**src/rtl/fp_comp_pkg.sv**
```systemverilog
// Shared types and field helpers for the FloPoCo-format comparator.
// Operand layout is {exn[1:0], sign, exp[WE-1:0], frac[WF-1:0]}.
package fp_comp_pkg;

    localparam int MAX_W = 256;

    typedef enum logic [1:0] {
        EXN_ZERO   = 2'b00,
        EXN_NORMAL = 2'b01,
        EXN_INF    = 2'b10,
        EXN_NAN    = 2'b11
    } exn_e;

    function automatic int exn_lsb(input int we, input int wf);
        return we + wf + 1;
    endfunction

    function automatic int sign_bit(input int we, input int wf);
        return we + wf;
    endfunction

    function automatic int exp_lsb(input int we, input int wf);
        return (we >= 0) ? wf : 0;
    endfunction

    function automatic int frac_lsb(input int we, input int wf);
        return (we >= 0 && wf >= 0) ? 0 : 0;
    endfunction

    function automatic logic [MAX_W-1:0] canon_nan(input int we, input int wf);
        logic [MAX_W-1:0] v;
        v = '0;
        v[we+wf+1 +: 2] = 2'b11;
        return v;
    endfunction

    // Total order over non-NaN classes: -inf < -normal < zero < +normal < +inf.
    function automatic logic [2:0] order_class(input exn_e e, input logic s);
        logic [2:0] c;
        c = 3'd2;
        case (e)
            EXN_NORMAL: c = s ? 3'd1 : 3'd3;
            EXN_INF:    c = s ? 3'd0 : 3'd4;
            default:    c = 3'd2;
        endcase
        return c;
    endfunction

endpackage

```
**src/rtl/fp_comp_core.sv**
```systemverilog
// Combinational compare flags and min/max selection for two FloPoCo operands.
module fp_comp_core
    import fp_comp_pkg::*;
#(
    parameter int WE = 8,
    parameter int WF = 23
) (
    input  logic [WE+WF+2:0] x,
    input  logic [WE+WF+2:0] y,
    input  logic             sel_max,
    output logic             unordered,
    output logic             xlty,
    output logic             xeqy,
    output logic             xley,
    output logic [WE+WF+2:0] r
);

    localparam int W        = WE + WF + 3;
    localparam int EXN_LSB  = exn_lsb(WE, WF);
    localparam int SIGN_POS = sign_bit(WE, WF);
    localparam int MAG_LSB  = frac_lsb(WE, WF);
    localparam logic [W-1:0] NAN_R = W'(canon_nan(WE, WF));

    exn_e             xe, ye;
    logic             xs, ys;
    logic [WE+WF-1:0] xmag, ymag;
    logic [2:0]       xc, yc;
    logic             x_nan, y_nan;

    assign xe    = exn_e'(x[EXN_LSB +: 2]);
    assign ye    = exn_e'(y[EXN_LSB +: 2]);
    assign xs    = x[SIGN_POS];
    assign ys    = y[SIGN_POS];
    assign xmag  = x[SIGN_POS-1:MAG_LSB];
    assign ymag  = y[SIGN_POS-1:MAG_LSB];
    assign xc    = order_class(xe, xs);
    assign yc    = order_class(ye, ys);
    assign x_nan = (xe == EXN_NAN);
    assign y_nan = (ye == EXN_NAN);

    // Within one class only normals need a magnitude compare; negatives invert it.
    always_comb begin
        unordered = x_nan | y_nan;
        xeqy      = 1'b0;
        xlty      = 1'b0;
        if (!unordered) begin
            if (xc == yc) begin
                xeqy = (xc != 3'd1 && xc != 3'd3) || (xmag == ymag);
                xlty = (xc == 3'd3 && xmag < ymag) || (xc == 3'd1 && xmag > ymag);
            end else begin
                xlty = (xc < yc);
            end
        end
        xley = xlty | xeqy;
    end

    always_comb begin
        r = x;
        if (x_nan && y_nan) begin
            r = NAN_R;
        end else if (x_nan) begin
            r = y;
        end else if (y_nan) begin
            r = x;
        end else if (xe == EXN_ZERO && ye == EXN_ZERO) begin
            if (sel_max) r = (xs && !ys) ? y : x;
            else         r = (!xs && ys) ? y : x;
        end else if (sel_max) begin
            r = xlty ? y : x;
        end else begin
            r = xley ? x : y;
        end
    end

endmodule

```
**src/rtl/fp_comp_pipe.sv**
```systemverilog
// Pipelined FP comparator / min-max with valid-ready handshake (0..4 stages).
// Optional status counters are enabled with the FP_COMP_STATUS_EN macro.
module fp_comp_pipe
    import fp_comp_pkg::*;
#(
    parameter int WE         = 8,
    parameter int WF         = 23,
    parameter int NUM_STAGES = 1,
    parameter int CNT_W      = 16
) (
    input  logic             clk,
    input  logic             rst_n,
    input  logic             in_valid,
    output logic             in_ready,
    input  logic [WE+WF+2:0] X,
    input  logic [WE+WF+2:0] Y,
    input  logic             sel_max,
    output logic             out_valid,
    input  logic             out_ready,
    output logic             unordered,
    output logic             XltY,
    output logic             XeqY,
    output logic             XleY,
    output logic [WE+WF+2:0] R
`ifdef FP_COMP_STATUS_EN
    ,
    input  logic             clr_status,
    output logic             nan_seen,
    output logic [CNT_W-1:0] unord_cnt
`endif
);

    localparam int W  = WE + WF + 3;
    localparam int DW = W + 4;

    logic [DW-1:0] core_d;
    logic          c_unord, c_lt, c_eq, c_le;
    logic [W-1:0]  c_r;

    fp_comp_core #(.WE(WE), .WF(WF)) u_core (
        .x         (X),
        .y         (Y),
        .sel_max   (sel_max),
        .unordered (c_unord),
        .xlty      (c_lt),
        .xeqy      (c_eq),
        .xley      (c_le),
        .r         (c_r)
    );

    assign core_d = {c_unord, c_lt, c_eq, c_le, c_r};

    if (NUM_STAGES < 0 || NUM_STAGES > 4 || CNT_W < 1) begin : g_bad_cfg
        $error("fp_comp_pipe: NUM_STAGES must be 0..4 and CNT_W >= 1");
    end

    if (NUM_STAGES == 0) begin : g_comb
        assign in_ready  = out_ready;
        assign out_valid = in_valid;
        assign {unordered, XltY, XeqY, XleY, R} = core_d;
    end else begin : g_pipe
        localparam int N = NUM_STAGES;

        logic [N:1]         sv;
        logic [N:1]         pv;
        logic [N:1]         rdy;
        logic [N:1][DW-1:0] sd;
        logic [N:1][DW-1:0] pd;

        // Ready ripples backward from the output; an empty stage always accepts.
        always_comb begin
            logic r;
            r   = out_ready;
            rdy = '0;
            for (int i = N; i >= 1; i--) begin
                r      = !sv[i] | r;
                rdy[i] = r;
            end
        end

        always_comb begin
            pv    = '0;
            pd    = '0;
            pv[1] = in_valid;
            pd[1] = core_d;
            for (int i = 2; i <= N; i++) begin
                pv[i] = sv[i-1];
                pd[i] = sd[i-1];
            end
        end

        always_ff @(posedge clk or negedge rst_n) begin
            if (!rst_n) begin
                sv <= '0;
                sd <= '0;
            end else begin
                for (int i = 1; i <= N; i++) begin
                    if (rdy[i]) sv[i] <= pv[i];
                    if (rdy[i] && pv[i]) sd[i] <= pd[i];
                end
            end
        end

        assign in_ready  = rdy[1];
        assign out_valid = sv[N];
        assign {unordered, XltY, XeqY, XleY, R} = sd[N];
    end

`ifdef FP_COMP_STATUS_EN
    // A clear wins over a same-cycle unordered completion, which is then lost.
    always_ff @(posedge clk or negedge rst_n) begin
        if (!rst_n) begin
            nan_seen  <= 1'b0;
            unord_cnt <= '0;
        end else if (clr_status) begin
            nan_seen  <= 1'b0;
            unord_cnt <= '0;
        end else if (out_valid && out_ready && unordered) begin
            nan_seen <= 1'b1;
            if (unord_cnt != {CNT_W{1'b1}}) unord_cnt <= unord_cnt + CNT_W'(1);
        end
    end
`endif

endmodule

```
**config.mk**
```make
export PLATFORM = sky130hd
export DESIGN_NAME = fp_comp_pipe
export DESIGN_NICKNAME = d
export VERILOG_FILES = /design/src/rtl/fp_comp_pkg.sv /design/src/rtl/fp_comp_core.sv /design/src/rtl/fp_comp_pipe.sv
export SDC_FILE = /design/constraint.sdc
export NUM_CORES = 1
export LEC_CHECK = 0
export CAP_MARGIN = 5
export CORE_ASPECT_RATIO = 0.7
export CORE_UTILIZATION = 40
export CTS_CLUSTER_DIAMETER = 100
export DETAILED_ROUTE_END_ITERATION = 10
export DONT_BUFFER_PORTS = 1
export GPL_TIMING_DRIVEN = 0
export SETUP_SLACK_MARGIN = 0.5
export SLEW_MARGIN = 20
export SYNTH_ARGS = -nofsm -noshare
export SYNTH_HDL_FRONTEND = slang
export SYNTH_HIERARCHICAL = 1
export SYNTH_SLANG_ARGS = --single-unit
```
**constraint.sdc**
```tcl
create_clock -name clk -period 1.7 [get_ports clk]
set_clock_uncertainty 0.2 [all_clocks]
set_input_delay 0.34 -clock clk [delete_from_list [all_inputs] [get_ports clk]]
set_output_delay 0.34 -clock clk [all_outputs]
set_load 0.005 [all_outputs]
```
[After elaboration in Yosys (flattened, before gate mapping)]
Index checks and enable logic that the tools add are counted.
Storage, ports and cells
  RAM bits: 0
  flip-flop bits (word level): 39
  memory bits (read-only): 0
  latch bits: 0
  memories kept: 0
Operators by class
  shift operators: 0
  bitwise operators: 3
  eq/ne operators: 12
  order comparisons: 3
  reductions and logical operators: 15
  multipliers: 0
  multiplexer cells: 20
  div/mod/pow operators: 0
  add/sub/neg operators: 0
Operators by type and width (number)
  34-bit 2-to-1 mux: 10
  31-bit == test: 1
  31-bit greater-than comparator: 1
  31-bit less-than comparator: 1
  3-bit one-hot mux with 2 select lines: 2
  2-bit == test (second input constant): 4
  1-bit logical AND: 8
  3-bit 2-to-1 mux: 2
  2-bit by 1-bit == test with 1-bit output (second input constant): 2
  2-bit logical NOT: 2
  1-bit 2-to-1 mux: 4
  2-bit 2-to-1 mux: 2
  3-bit by 1-bit == test with 1-bit output (second input constant): 1
  3-bit by 2-bit == test with 1-bit output (second input constant): 1
  3-bit == test: 1
  1-bit logical NOT: 3
  3-bit less-than comparator: 1
  3-bit by 1-bit inequality test with 1-bit output (second input constant): 1
  3-bit by 2-bit inequality test with 1-bit output (second input constant): 1
  1-bit bitwise OR: 3
  1-bit logical OR: 2

[Logic depth before layout (Yosys ltp)]
Gate-level depths: netlist (run 1).
  word-level depth: 14
  depth in mapped cells: 17
  gate-level depth less buffers: 13

[Hierarchy]
The synthesis (run 1) kept the hierarchy.
By module, submodules not included
  fp_comp_core: instances 1, cells each 629, sequential area each 0.0 um^2, area an instance 3797.4 um^2
  fp_comp_pipe: instances 1, cells each 84, sequential area each 975.9 um^2, area an instance 1551.5 um^2

[Worst setup path after synthesis (run 1)]
OpenSTA, ideal clock, no wires.
  path kind: input -> register
  start: in Y[31]
  end: reg g_pipe.sd[32] (netlist name)
  data arrival time: 3597 ps
  required time: 1375 ps
  stages: 17
  slack: -2222 ps
  library setup time: 125 ps
  cells stage by stage: clkbuf_1 > inv_1 > clkbuf_1 > clkbuf_1 > nand2_1 > ha_1 > nand3_1 > or2_2 > nor3_1 > nand3_1 > and3_1 > buf_2 > buf_2 > a21oi_1 > o21bai_1 > a22o_1 > mux2_4
On the way
  cells in the longest elaborated chain, start to end: 12
  elaborated cells between the ends (all ways): 23
  classes of those cells: 1 x order compare; 1 x eq/ne; 17 x mux; 1 x bitwise; 3 x reduce/logical
Ends and longest elaborated chain
  start, declared: line fp_comp_pipe.sv:16  | input logic [WE+WF+2:0] Y,
  2-bit 2-to-1 mux or 3-bit 2-to-1 mux (tied branches): line fp_comp_pkg.sv:42, fp_comp_pkg.sv:43
  3-bit one-hot mux with 2 select lines: line fp_comp_pkg.sv:41  | case (e)
  3-bit less-than comparator or 3-bit == test (tied branches): line fp_comp_core.sv:51, fp_comp_core.sv:47
  1-bit 2-to-1 mux: line fp_comp_core.sv:47  | if (xc == yc) begin
  1-bit 2-to-1 mux: line fp_comp_core.sv:46  | if (!unordered) begin
  1-bit bitwise OR: line fp_comp_core.sv:54  | xley = xlty | xeqy;
  34-bit 2-to-1 mux: line fp_comp_core.sv:71  | r = xley ? x : y;
  34-bit 2-to-1 mux: line fp_comp_core.sv:68  | end else if (sel_max) begin
  34-bit 2-to-1 mux (*): line fp_comp_core.sv:65  | end else if (xe == EXN_ZERO && ye == EXN_ZERO) begin
  34-bit 2-to-1 mux (*): line fp_comp_core.sv:63  | end else if (y_nan) begin
  34-bit 2-to-1 mux (*): line fp_comp_core.sv:61  | end else if (x_nan) begin
  34-bit 2-to-1 mux (*): line fp_comp_core.sv:59  | if (x_nan && y_nan) begin
  net c_r[32]: line fp_comp_pipe.sv:38  | logic [W-1:0] c_r;
  end signal, assigned by index: line fp_comp_pipe.sv:99  | if (rdy[i] && pv[i]) sd[i] <= pd[i];
  end, declared: line fp_comp_pipe.sv:67  | logic [N:1][DW-1:0] sd;
The timed path passes the listed nets; every way through them passes the cells marked *.
A chain may end at the register's enable or synchronous reset.

[Final worst setup path (run 1)]
  start: in Y[3]
  end: reg g_pipe.sd[14] (netlist name)
On the way
  cells in the longest elaborated chain, start to end: 12
  elaborated cells between the ends (all ways): 19
  classes of those cells: 2 x order compare; 1 x eq/ne; 11 x mux; 1 x bitwise; 4 x reduce/logical
Ends and longest elaborated chain
  31-bit less-than comparator or 31-bit greater-than comparator (tied branches): line fp_comp_core.sv:49  | xlty = (xc == 3'd3 && xmag < ymag) || (xc == 3'd1 && xmag > ymag);
  1-bit logical AND: line fp_comp_core.sv:49
  1-bit logical OR: line fp_comp_core.sv:49
  1-bit 2-to-1 mux: line fp_comp_core.sv:47
  1-bit 2-to-1 mux: line fp_comp_core.sv:46
  1-bit bitwise OR: line fp_comp_core.sv:54
  34-bit 2-to-1 mux: line fp_comp_core.sv:71
  34-bit 2-to-1 mux (*): line fp_comp_core.sv:68
  34-bit 2-to-1 mux (*): line fp_comp_core.sv:65
  34-bit 2-to-1 mux (*): line fp_comp_core.sv:63
  34-bit 2-to-1 mux (*): line fp_comp_core.sv:61
  34-bit 2-to-1 mux (*): line fp_comp_core.sv:59
  net c_r[14]: line fp_comp_pipe.sv:38
Marked as above.

==> impl_metrics.yaml, run 1 <==
run_status:
  status: "complete, but fails checks"
  violations: "negative hold slack, negative setup slack"
global_routing:
  grt.total_usage: 0.311
  grt_pass1_vias: 6206
  grt_max_degree: 40
  overflow: 0
  grt_pass1_wl_mm: 33.8
  antenna_found_initial: 0
worst_setup_path:
  cp-start-kind: "primary input"
  arrival_ns: 3.41
  reg2reg_depth: 5
  critical_path_class: "primary input to flip-flop"
  critPathMaxFanout: 5
  reg2reg_to: "g_pipe.sd[24]"
  critPathLaunch: "Y[3]"
  ff2ff_setup_slack_ns: 0.15
  r2r-start: "out_valid"
  cp_data_required_time_ns: 1.67
  endpoint_kind: "flip-flop"
synth:
  async_flop_share: 1.00
  synth_top_area_cell: "dfrtp_1"
  synth_top_family_by_area: "compound AO/OA/AOI/OAI gates"
  synth_top_cell_area_share: 0.182
  synth_cells: 713
  ys_seq_area_frac: 0.182
  synth_compound_area_frac: 0.394
  syn_nets: 820
  yosys_warnings: 6
  synthXorXnorAreaFrac: 0
  synth_simple_gate_area_frac: 0.163
  synthAdderAreaFrac: 0.0814
  netlist_top_cells_area: "dfrtp_1 18%, ha_1 8.0%, o21ai_0 7.7%, mux2_4 5.6%, a211oi_1 5.5%"
  synth.area.mux_share: 0.0940
  synth-edff-count: 0
  postSynthRegisterBits: 39
  synthesis.area_sq_um: 5350
  synth-main-ff-cell: "dfrtp_1"
  syn_avg_cell_area_sq_um: 7.50
  synth_cell_types: 60
drt:
  wl_per_cell_um: 24.0
  drc_errors: 0
  drt-total-wl_mm: 22.6
  vias: 6544
  firstDrtPassIters: 5
  postRouteAntennaNets: 0
  drt_iter0_markers: 1155
  via_per_inst: 6.97
timing:
  rsz0062_at_grt: "yes"
  finalCritPeriodShare: 2.02
  hold_viol_final: 39
  worst_pin_slew_ns: 1.02
  tns_ns: -59.20
  holdWs_ns: -0.454
  fmax_mhz: 291
  maxSlewViolCount: 0
  period_minus_slack_ns: 3.44
  setup_ws_ns: -1.74
  slew_headroom: 0.320
  setup_violations: 37
power_and_ir_drop:
  switching_power_mw: 1.72
  p_clk_frac: 0.213
  p_int_mw: 2.91
  p_per_area_nw_per_um2: 633
  swShare: 0.371
  power_frac_comb: 0.499
  peakVddDrop_v: 0.000430
  leakagePower_nw: 2.83
  power_frac_seq: 0.288
  finalPower_mw: 4.63
floorplanning:
  initial_core_util: 0.421
  die_h_um: 98.8
  core_area_sq_um: 12700
  io_pins: 113
  num_rows: 34
  dieArea_sq_um: 13800
  die_width_um: 140
clocking:
  cts_root_buf: "clkbuf_16"
  cts_hold_repair.buffers: 1
  numCtsBuffers: 5
  cts_buffer_depth: 2
  clk_latency_ns: 0.28
  cts-htree-levels: 2
  cts_sinks: 39
  cts.clk_slew.worst_paths_ns: 0.06
  cts_tree: "built"
final_layout:
  diodes: 0
  drive_gt1_frac: 0.318
  layout_commonest_cell: "o21ai_0"
  nets: 883
  fin_cells: 939
  final_cell_mix: "79 x o21ai_0, 48 x nor2_1, 43 x buf_4"
  final_core_util: 0.575
  final_area_sq_um: 7320
  area_delta_synth_final_pct: 36.8
placed_design:
  port-buffer-count: 0
  dp_hpwl_mm: 15.2
  dpl-instance-area_sq_um: 5980
  preCtsSetupSlack_ns: -2.60
  dp_cells: 875
  routabilityCongestion: 0.920
min_path:
  holdCritPathClass: "primary input to asynchronous set/reset pin"
flow_run:
  drv_cap: 0
[critical path, cell delays in order]
cell	delay [ns]
inv_16	0.03
ha_4	0.18
nand4_1	0.21
a21oi_2	0.09
o31a_1	0.27
o41a_1	0.48
or3_4	0.44
a311oi_4	0.22
buf_6	0.17
buf_6	0.12
buf_8	0.12
a211oi_1	0.06
a211oi_2	0.26
o31ai_2	0.10
mux2_4	0.29
[synthesized netlist by cell type, types with 19 or more instances]
library cell   n
a211oi_1      39
a21oi_1       39
a22oi_1       19
clkbuf_1      46
dfrtp_1       39
ha_1          34
inv_1         42
mux2_4        20
nand2_1       30
nor2_1        50
nor3_1        30
o21ai_0       82
o22ai_1       28
o31ai_1       30
[worst max path at each step]
| stage | end | slack (ns) | cells past startpoint |
|---|---|---|---|
| finish | g_pipe.sd[14] | -1.74 | 15 |
| CTS | g_pipe.sd[27] | -1.72 | 13 |
| global route | g_pipe.sd[14] | -1.82 | 15 |
| floorplan | g_pipe.sd[18] | -1.72 | 16 |
| global placement | g_pipe.sd[27] | -2.48 | 13 |
| detailed placement | g_pipe.sd[27] | -2.60 | 13 |
[state kept, by name, summed over array words and instances (netlist names)]
signal / cells
g_pipe.sd: 38
out_valid: 1
[layout make-up]
class	count	area [sq um]
flip-flops and latches	39	976
multi-input cells	565	4670
plain buffers	66	552
well taps	162	203
repair buffers	56	505
clock buffers	8	156
inverters	43	249
fillers	1090	5400
[per-layer routing]
metal | share of wire | up-vias | wire, um | global-route usage
li1 | - | 2875 | - | -
met1 | 0.42 | 3049 | 9500 | 0.435
met3 | 0.14 | 74 | 3090 | 0.0884
met5 | 0 | - | 0 | 0
met2 | 0.42 | 546 | 9440 | 0.474
met4 | 0.023 | 0 | 522 | 0.0676
[power by group through the flow]
stage                     clock network [mW]  registers [mW]  logic, mW
after floorplan                            0            1.29       1.42
after global placement                     0            1.34       1.74
after detailed placement                   0            1.35       1.79
after CTS                               1.01            1.34       2.02
after global routing                    1.06            1.37       2.44
final                                  0.987            1.33       2.31
[what timing repair did]
| action | 4_1_cts | 5_1_grt |
|---|---|---|
| setup endpoints to repair | 78 | 78 |
| gates cloned | 3 | 1 |
| pin swaps | 21 | 35 |
| resized for setup | 82 | 83 |
| buffers inserted | 22 | 29 |
| hold endpoints to repair | 40 | 39 |
[logic make-up after synthesis]
logic type	Yosys count
AOI/OAI and AO/OA	315
muxes	38
DFF	39
and+or+nand+nor	177
adders and majority gates	35
buffers and inverters	109
No activity file was read; power rests on OpenSTA's default activity.
==> run 2: changes to the inputs <==
SETUP_SLACK_MARGIN = 0.05   (was 0.5)
clock period = 3.01 ns   (was 1.7 ns; I/O delays follow)
==> impl_metrics.yaml, run 2 (same netlist as run 1, synthesis figures left out) <==
clocking:
  clk_latency_ns: 0.28
  cts_tree: "built"
  cts-htree-levels: 2
  cts.clk_slew.worst_paths_ns: 0.05
  cts_sinks: 39
  cts_root_buf: "clkbuf_16"
  cts_buffer_depth: 2
  numCtsBuffers: 5
global_routing:
  grt.total_usage: 0.303
  antenna_found_initial: 0
  grt_max_degree: 40
  grt_pass1_wl_mm: 33.0
  grt_pass1_vias: 6101
  grt_use_met2: 0.438
  grt_use_met3: 0.0821
  grt.met1_usage: 0.433
  grt.busiest_layer: "met2"
  overflow: 0
worst_setup_path:
  crit_path_cell_trace: "ha_4 -> nand4_1 -> a21oi_2 -> o31a_1 -> o41a_1 -> or3_4 -> a311oi_4 -> buf_6 -> buf_8 -> a211oi_2 -> a211oi_2 -> o31ai_2 -> mux2_4"
  arrival_ns: 3.71
  cp_slowest_cell: "o41a_1"
  critPathLaunch: "X[4]"
  r2r-start: "out_valid"
  critical_path_class: "primary input to flip-flop"
  reg2reg_depth: 5
  crit_path_frequent_cell: "a211oi_2"
  critPathMaxFanout: 6
  endpoint_kind: "flip-flop"
  crit_family: "compound AO/OA/AOI/OAI gates"
  cp_data_required_time_ns: 2.97
  slowest_delay_ns: 0.49
  cp-start-kind: "primary input"
  path_depth: 13
  path_buf_inv: 2
drt:
  drt-total-wl_mm: 21.5
  drc_errors: 0
  via_per_inst: 6.97
  wl_per_cell_um: 23.7
  postRouteAntennaNets: 0
  firstDrtPassIters: 7
  drt_iter0_markers: 929
  vias: 6317
min_path:
  hold_depth: 1
  worstHoldStart: "in_valid"
  holdCritPathClass: "primary input to flip-flop"
power_and_ir_drop:
  finalPower_mw: 2.49
  p_clk_frac: 0.222
  p_per_area_nw_per_um2: 371
  power_frac_seq: 0.302
  leakagePower_nw: 2.61
  swShare: 0.375
  switching_power_uw: 933
  power_frac_comb: 0.476
  p_int_mw: 1.56
  peakVddDrop_v: 0.000249
timing:
  finalCritPeriodShare: 1.24
  hold_viol_final: 0
  maxSlewViolCount: 0
  worst_pin_slew_ns: 1.00
  setup_ws_ns: -0.736
  tns_ns: -21.98
  slew_headroom: 0.333
  period_minus_slack_ns: 3.75
  fmax_mhz: 267
  setup_violations: 36
  rsz0062_at_grt: "yes"
floorplanning:
  dieArea_sq_um: 13800
  io_pins: 113
  initial_core_util: 0.421
  core_area_sq_um: 12700
  die_h_um: 98.8
  die_width_um: 140
  num_rows: 34
final_layout:
  final_cell_mix: "79 x o21ai_0, 47 x nor2_1, 39 x dfrtp_1"
  final_core_util: 0.527
  nFillCells: 1191
  largest_reg_flops: 38
  nets: 850
  diodes: 0
  drive_gt1_frac: 0.266
  layout_commonest_cell: "o21ai_0"
  regMostFlops: "g_pipe.sd"
  area_delta_synth_final_pct: 25.4
run_status:
  violations: "negative setup slack"
  status: "complete, but fails checks"
placed_design:
  dp_hpwl_mm: 15.1
  routabilityCongestion: 0.920
  port-buffer-count: 0
flow_run:
  drv_cap: 0
run 2: power groups by stage:
| stage | logic (mW) | registers (mW) | clock network (mW) |
|---|---|---|---|
| final | 1.19 | 0.753 | 0.553 |
| after global placement | 0.987 | 0.759 | 0 |
| after floorplan | 0.803 | 0.730 | 0 |
| after detailed placement | 1.01 | 0.763 | 0 |
| after CTS | 1.13 | 0.756 | 0.568 |
| after global routing | 1.26 | 0.772 | 0.591 |
run 2: final timing paths:
path / end / slack [ns]
setup / recovery: g_pipe.sd[10] / -0.74
hold / removal: out_valid / 0.23
setup reg to reg: g_pipe.sd[28] / 1.45
hold reg to reg: g_pipe.sd[2] / 0.34
max in group asynchronous: g_pipe.sd[27] / 1.82
min in group asynchronous: out_valid / 0.58
run 2: area by class of cell:
| cell class | instances | area (sq um) | area share |
|---|---|---|---|
| plain buffers | 64 | 434 | 0.0647 |
| clock buffers | 8 | 156 | 0.0233 |
| inverters | 43 | 208 | 0.0310 |
| multi-input cells | 565 | 4490 | 0.669 |
| flip-flops and latches | 39 | 976 | 0.145 |
| well taps | 162 | 203 | 0.0302 |
| repair buffers | 25 | 245 | 0.0366 |
run 2: worst register-to-register path: stages (launching register included):
cell	delay (ns)
dfrtp_1	0.40
nand2b_4	0.08
nand2_2	0.08
buf_6	0.19
buf_8	0.19
mux2_4	0.31
run 2: what timing repair did:
action,in CTS,in global routing
endpoints found under the setup margin,38,38
cloned,4,0
pin swaps,34,24
buffers inserted,12,7
hold endpoints to repair,39,0
hold buffers,2,0
resized for setup,66,27
run 2: routing by layer:
layer | part of all wire | vias up
met5 | 0 | -
met1 | 0.43 | 2941
met2 | 0.41 | 498
met3 | 0.13 | 65
met4 | 0.023 | 0
li1 | - | 2813
run 2: metrics by stage:
stage | instance area, sq um | hold WS [ns] | instances | worst slack [ns]
after floorplan | 5780 | 0.106 | 713 | -0.669
after global placement | 5980 | 0.108 | 875 | -1.43
after detailed placement | 5980 | 0.108 | 875 | -1.49
after CTS | 6580 | 0.224 | 899 | -0.710
after global routing | 6710 | 0.236 | 906 | -0.773
final | 6710 | 0.229 | 906 | -0.736
